<file path="src/rtl/muldiv_unit_if.sv">
// Issue/writeback bundle between the register file, the issue logic and muldiv_unit.
interface muldiv_unit_if #(
  parameter int WIDTH  = 32,
  parameter int ADDR_W = 5
);
  logic              start;
  logic [1:0]        op;
  logic [WIDTH-1:0]  opa;
  logic [WIDTH-1:0]  opb;
  logic [ADDR_W-1:0] rdst_in;
  logic              busy;
  logic              done;
  logic [WIDTH-1:0]  result;
  logic [ADDR_W-1:0] rdst_out;

  modport master (
    output start, op, opa, opb, rdst_in,
    input  busy, done, result, rdst_out
  );

  modport slave (
    input  start, op, opa, opb, rdst_in,
    output busy, done, result, rdst_out
  );
endinterface

</file>
<file path="src/rtl/muldiv_unit.sv">
// Iterative unsigned 32-bit multiply/divide: shift-add multiply, restoring divide,
// one bit per cycle, single-cycle done pulse for register-file writeback.
//
// state  | meaning
// S_IDLE | waiting for start
// S_RUN  | one multiply/divide iteration per cycle, WIDTH cycles
// S_DONE | result/rdst_out valid, done pulse; start here chains a new op
module muldiv_unit #(
  parameter int WIDTH  = 32,
  parameter int ADDR_W = 5,
  parameter int CNT_W  = 6
) (
  input  logic          clk,
  input  logic          rst,
  muldiv_unit_if.slave  bus
);

  typedef enum logic [1:0] {S_IDLE, S_RUN, S_DONE} state_t;

  state_t              state_q, state_d;
  logic [CNT_W-1:0]    cnt_q, cnt_d;
  logic [1:0]          op_q, op_d;
  logic [WIDTH-1:0]    mcand_q, mcand_d;
  logic [WIDTH-1:0]    dvsr_q, dvsr_d;
  logic [2*WIDTH-1:0]  prod_q, prod_d;
  logic [WIDTH-1:0]    rem_q, rem_d;
  logic [WIDTH-1:0]    quo_q, quo_d;
  logic [ADDR_W-1:0]   rdst_cap_q, rdst_cap_d;
  logic [WIDTH-1:0]    result_q, result_d;
  logic [ADDR_W-1:0]   rdst_out_q, rdst_out_d;

  logic [WIDTH:0]      sum;
  logic [2*WIDTH-1:0]  prod_step;
  logic [WIDTH:0]      shifted;
  logic                ge;
  logic [WIDTH-1:0]    diff;
  logic [WIDTH-1:0]    rem_step;
  logic [WIDTH-1:0]    quo_step;

  always_comb begin
    sum       = {1'b0, prod_q[2*WIDTH-1:WIDTH]} + (prod_q[0] ? {1'b0, mcand_q} : '0);
    prod_step = {sum, prod_q[WIDTH-1:1]};

    // shifted < 2*divisor, so a successful subtract always fits in WIDTH bits
    shifted  = {rem_q, quo_q[WIDTH-1]};
    ge       = shifted >= {1'b0, dvsr_q};
    diff     = shifted[WIDTH-1:0] - dvsr_q;
    rem_step = ge ? diff : shifted[WIDTH-1:0];
    quo_step = {quo_q[WIDTH-2:0], ge};
  end

  always_comb begin
    state_d    = state_q;
    cnt_d      = cnt_q;
    op_d       = op_q;
    mcand_d    = mcand_q;
    dvsr_d     = dvsr_q;
    prod_d     = prod_q;
    rem_d      = rem_q;
    quo_d      = quo_q;
    rdst_cap_d = rdst_cap_q;
    result_d   = result_q;
    rdst_out_d = rdst_out_q;

    case (state_q)
      S_IDLE, S_DONE: begin
        if (bus.start) begin
          state_d    = S_RUN;
          cnt_d      = '0;
          op_d       = bus.op;
          mcand_d    = bus.opa;
          dvsr_d     = bus.opb;
          prod_d     = {{WIDTH{1'b0}}, bus.opb};
          rem_d      = '0;
          quo_d      = bus.opa;
          rdst_cap_d = bus.rdst_in;
        end else begin
          state_d = S_IDLE;
        end
      end
      S_RUN: begin
        cnt_d = cnt_q + 1'b1;
        if (op_q[1]) begin
          rem_d = rem_step;
          quo_d = quo_step;
        end else begin
          prod_d = prod_step;
        end
        if (cnt_q == CNT_W'(WIDTH - 1)) begin
          state_d    = S_DONE;
          rdst_out_d = rdst_cap_q;
          case (op_q)
            2'b00:   result_d = prod_step[WIDTH-1:0];
            2'b01:   result_d = prod_step[2*WIDTH-1:WIDTH];
            2'b10:   result_d = quo_step;
            default: result_d = rem_step;
          endcase
        end
      end
      default: state_d = S_IDLE;
    endcase
  end

  always_ff @(posedge clk) begin
    if (rst) begin
      state_q    <= S_IDLE;
      cnt_q      <= '0;
      op_q       <= '0;
      mcand_q    <= '0;
      dvsr_q     <= '0;
      prod_q     <= '0;
      rem_q      <= '0;
      quo_q      <= '0;
      rdst_cap_q <= '0;
      result_q   <= '0;
      rdst_out_q <= '0;
    end else begin
      state_q    <= state_d;
      cnt_q      <= cnt_d;
      op_q       <= op_d;
      mcand_q    <= mcand_d;
      dvsr_q     <= dvsr_d;
      prod_q     <= prod_d;
      rem_q      <= rem_d;
      quo_q      <= quo_d;
      rdst_cap_q <= rdst_cap_d;
      result_q   <= result_d;
      rdst_out_q <= rdst_out_d;
    end
  end

  assign bus.busy     = (state_q == S_RUN);
  assign bus.done     = (state_q == S_DONE);
  assign bus.result   = result_q;
  assign bus.rdst_out = rdst_out_q;

endmodule

</file>
<file path="src/flat_wrapper.sv">
// flat-port wrapper written by rule: the top's interface ports become plain ports
module muldiv_unit_flat 
#(
  parameter int WIDTH  = 32,
  parameter int ADDR_W = 5,
  parameter int CNT_W  = 6
)
  (clk, rst, bus_start, bus_op, bus_opa, bus_opb, bus_rdst_in, bus_busy, bus_done, bus_result, bus_rdst_out);
  muldiv_unit_if #(.WIDTH(WIDTH), .ADDR_W(ADDR_W)) bus_i ();
  input  logic clk;
  input  logic rst;
  input wire logic [$bits(bus_i.start)-1:0] bus_start;
  input wire logic [$bits(bus_i.op)-1:0] bus_op;
  input wire logic [$bits(bus_i.opa)-1:0] bus_opa;
  input wire logic [$bits(bus_i.opb)-1:0] bus_opb;
  input wire logic [$bits(bus_i.rdst_in)-1:0] bus_rdst_in;
  output wire logic [$bits(bus_i.busy)-1:0] bus_busy;
  output wire logic [$bits(bus_i.done)-1:0] bus_done;
  output wire logic [$bits(bus_i.result)-1:0] bus_result;
  output wire logic [$bits(bus_i.rdst_out)-1:0] bus_rdst_out;
  assign bus_i.start = bus_start;
  assign bus_i.op = bus_op;
  assign bus_i.opa = bus_opa;
  assign bus_i.opb = bus_opb;
  assign bus_i.rdst_in = bus_rdst_in;
  assign bus_busy = bus_i.busy;
  assign bus_done = bus_i.done;
  assign bus_result = bus_i.result;
  assign bus_rdst_out = bus_i.rdst_out;
  muldiv_unit #(.WIDTH(WIDTH), .ADDR_W(ADDR_W), .CNT_W(CNT_W)) u_core (.clk(clk), .rst(rst), .bus(bus_i));
endmodule
</file>
<file path="config.mk">
export PLATFORM = sky130hd
export DESIGN_NAME = muldiv_unit_flat
export DESIGN_NICKNAME = d
export VERILOG_FILES = /design/src/rtl/muldiv_unit_if.sv /design/src/rtl/muldiv_unit.sv /design/src/flat_wrapper.sv
export SDC_FILE = /design/constraint.sdc
export NUM_CORES = 1
export LEC_CHECK = 0
export BUFFER_PORTS_ARGS = -buffer_cell sky130_fd_sc_hd__buf_2
export CAP_MARGIN = 20
export CORE_AREA = 2 2 166 136
export DETAILED_ROUTE_END_ITERATION = 8
export DIE_AREA = 0 0 168 138
export PLACE_DENSITY_LB_ADDON = 0.25
export SLEW_MARGIN = 20
export SYNTH_ARGS = -nofsm -noshare
export SYNTH_HDL_FRONTEND = slang
export SYNTH_SLANG_ARGS = --single-unit
</file>
<file path="constraint.sdc">
create_clock -name clk -period 5.1 [get_ports clk]
set_clock_uncertainty 0.1 [all_clocks]
set_input_delay 0 -clock clk [delete_from_list [all_inputs] [get_ports clk]]
set_output_delay 0 -clock clk [all_outputs]
set_load 0.1 [all_outputs]
</file>
==> results.py <==
metrics = {
    "status": {
        "outcome": "completed",
    },
    "floorplan": {
        "initial_utilization_pct": 63.2,
        "coreArea_sq_um": 21800,
        "die-area_sq_um": 23200,
        "rows": 49,
        "die_w_um": 168,
        "ios": 113,
        "die_h_um": 138,
    },
    "sta": {
        "finalCritPeriodShare_pct": 79.5,
        "period_minus_slack_ns": 4.05,
        "hold_viol": 0,
        "timing.slew.headroom_pct": 30.0,
        "grt_setup_unrepaired": "no",
        "fin_tns_setup_ns": 0,
        "fmax_mhz": 247,
        "worst_slew_pin_slew_ns": 1.05,
        "final_max_slew_viol_count": 0,
        "setup_viol": 0,
    },
    "placement": {
        "place_congestion": 0.937,
        "place_inst": 2091,
        "io_buffer_count": 112,
        "dp_hpwl_um": 29300,
    },
    "logic_synthesis": {
        "yosysTopAreaCellShare_pct": 35.5,
        "syn_area_sq_um": 13800,
        "synth_cell_type_count": 72,
        "avgSynthCellArea_sq_um": 7.64,
        "synthCells": 1801,
        "synth.largest_area_cell": "dfxtp_1",
        "synth_commonest_cells": "nand2_1 (382), dfxtp_1 (244), a21oi_1 (202)",
        "synth_fp_nets": 1942,
        "yosys_warnings": 0,
        "synth_flop_cell": "dfxtp_1",
        "asyncSetResetFlopFracSynth_pct": 0,
        "synth-edff-count": 0,
        "ys_seq_area_share_pct": 35.5,
        "ys_top_cells_by_area": "dfxtp_1 (36%), nand2_1 (10%), a21oi_1 (7.3%)",
        "ys_seq_elements": 244,
        "yosysMostFrequentCell": "nand2_1",
    },
    "setup_path": {
        "cp.arrival_ns": 4.38,
        "crit_path_start_kind": "flip-flop",
        "critical_path_class": "flip-flop to flip-flop",
        "crit_fanout": 24,
        "crit_path_end_kind": "flip-flop",
        "critical_path_required_ns": 5.43,
    },
    "detailed_routing": {
        "dr.pass1.iters": 6,
        "drt-wirelength-per-cell_um": 19.4,
        "postRouteAntennaNets": 0,
        "drt_iter0_markers": 1773,
        "vias": 14014,
        "wl_um": 43400,
        "vias_per_cell": 6.26,
        "drc": 0,
    },
    "clocking": {
        "path_clk_slew_ns": 0.06,
        "postCtsResizedCells": 0,
        "clkSinkCount": 244,
        "htreeDepth": 1,
        "cts_tree": "built",
        "insertion_delay_ns": 0.54,
        "clk_path_buf_depth": 3,
        "cts_made_buffers": 26,
        "clock_tree.root_cell": "clkbuf_16",
    },
    "finish": {
        "fill_cells": 1628,
        "antenna_cells": 0,
        "stdcell_count": 2237,
        "multi_input_comb_area_sq_um": 8250,
        "nNetsFinal": 2078,
        "drive_above_1_share_pct": 11.4,
        "syn2layout_area_growth_pct": 18.4,
        "register_area_sq_um": 4890,
    },
    "power": {
        "leakage_nw": 6.83,
        "report.power.total_mw": 4.97,
        "p_per_area_nw_per_um2": 305,
        "peakVddDrop_uv": 280,
    },
    "global_route": {
        "antenna_found_initial": 0,
        "grt_max_degree": 92,
        "track_usage_pct": 36.2,
        "grt_pass1_wl_um": 68300,
        "grt-ovfl-total": 0,
        "grt_pass1_vias": 13003,
    },
    "worst_hold_path": {
        "hp-class": "primary input to flip-flop",
    },
    "flow_run": {
        "maxCapViolations": 0,
    },
}
-- where the power goes --
| group | internal, mW | total [mW] | switching (mW) |
|---|---|---|---|
| Combinational | 0.322 | 0.839 | 0.517 |
| Sequential | 2.00 | 2.08 | 0.0849 |
| Clock | 1.23 | 2.04 | 0.818 |
| Total | 3.55 | 4.97 | 1.42 |
-- per-stage QoR --
| stage | hold slack [ns] | setup slack [ns] | util, % | area (sq um) |
|---|---|---|---|---|
| after global placement | 0.140 | 1.32 | 66.1 | 14400 |
| final | 0.126 | 1.05 | 74.8 | 16300 |
| after global routing | 0.141 | 0.847 | 74.8 | 16300 |
| after floorplan | 0.0360 | 1.84 | - | 13800 |
| after CTS | 0.111 | 1.17 | 74.8 | 16300 |
| after detailed placement | 0.145 | 1.17 | 66.1 | 14400 |
-- logic make-up after synthesis --
group / after synthesis / synth area share, %
compound gates: 492 / 23.7
xor+xnor: 56 / 3.56
fa+ha+maj: 67 / 6.20
buf+inv: 170 / 4.78
flops: 244 / 35.5
mux: 54 / 4.51
simple gates: 718 / 21.8
-- routing by layer --
layer	share of wire [%]	vias up	GRT usage [%]
met5	0	-	0
met2	44	771	56.6
met1	42	6495	49.6
met3	9.5	140	5.73
li1	-	6608	-
met4	4.9	0	16.4
-- area by class of cell --
| cell class | count | share of cell area (%) |
|---|---|---|
| multi-input combinational | 1387 | 50.7 |
| sequential | 244 | 30.0 |
| timing repair buffer | 229 | 10.4 |
| clock buffer | 33 | 4.53 |
| tap | 280 | 2.15 |
| clock inverter | 15 | 1.13 |
| inverter | 49 | 1.13 |
-- critical path, cell delays in order (launching register included) --
cell,delay [ns]
dfxtp_1,0.54
buf_4,0.32
and2_1,0.17
ha_1,0.26
o211ai_1,0.22
o21ai_2,0.11
o2111ai_1,0.26
a31o_2,0.29
a21oi_1,0.12
o21ai_0,0.27
a21oi_1,0.13
o41ai_1,0.78
a22oi_1,0.18
o21a_1,0.17
-- layout by cell type (no fill, tap or decap), types with 11 or more instances in the layout --
cell type,n
dfxtp_1,243
ha_1,65
buf_2,111
a311oi_1,66
and2_1,37
o21a_1,13
o211ai_1,15
inv_1,47
mux2_2,20
a21o_1,32
clkbuf_16,27
o21ai_0,42
nor2_1,186
xnor2_1,41
a21oi_1,202
nand2_1,380
xor2_1,15
a31oi_1,11
a211oi_1,17
buf_4,19
nor3_1,15
mux2i_1,29
a22oi_1,16
dlygate4sd3_1,97
nand3_1,48
-- sequential cells by signal, summed over array words and instances (netlist names) --
register / count
u_core.bus.rdst_out: 5
u_core.dvsr_q: 32
u_core.quo_q: 32
u_core.cnt_q: 6
u_core.rdst_cap_q: 5
u_core.bus.result: 32
u_core.prod_q: 64
u_core.rem_q: 32
u_core.mcand_q: 32
u_core.op_q: 2
u_core.state_q: 2
-- timing repair --
item,4_1_cts,5_1_grt
hold buffers,97,0
endpoints found under the hold margin,159,0
setup buffers,0,0
-- worst paths after layout --
check,start,endpoint,slack (ns),cells after the start
max,u_core.prod_q[0],u_core.bus.result[28],1.05,13
min,bus_start,u_core.mcand_q[0],0.13,5
max reg2reg,u_core.prod_q[0],u_core.bus.result[28],1.05,13
min reg2reg,u_core.mcand_q[14],u_core.mcand_q[14],0.35,2
Note: power is estimated with default switching activity, not from simulation.
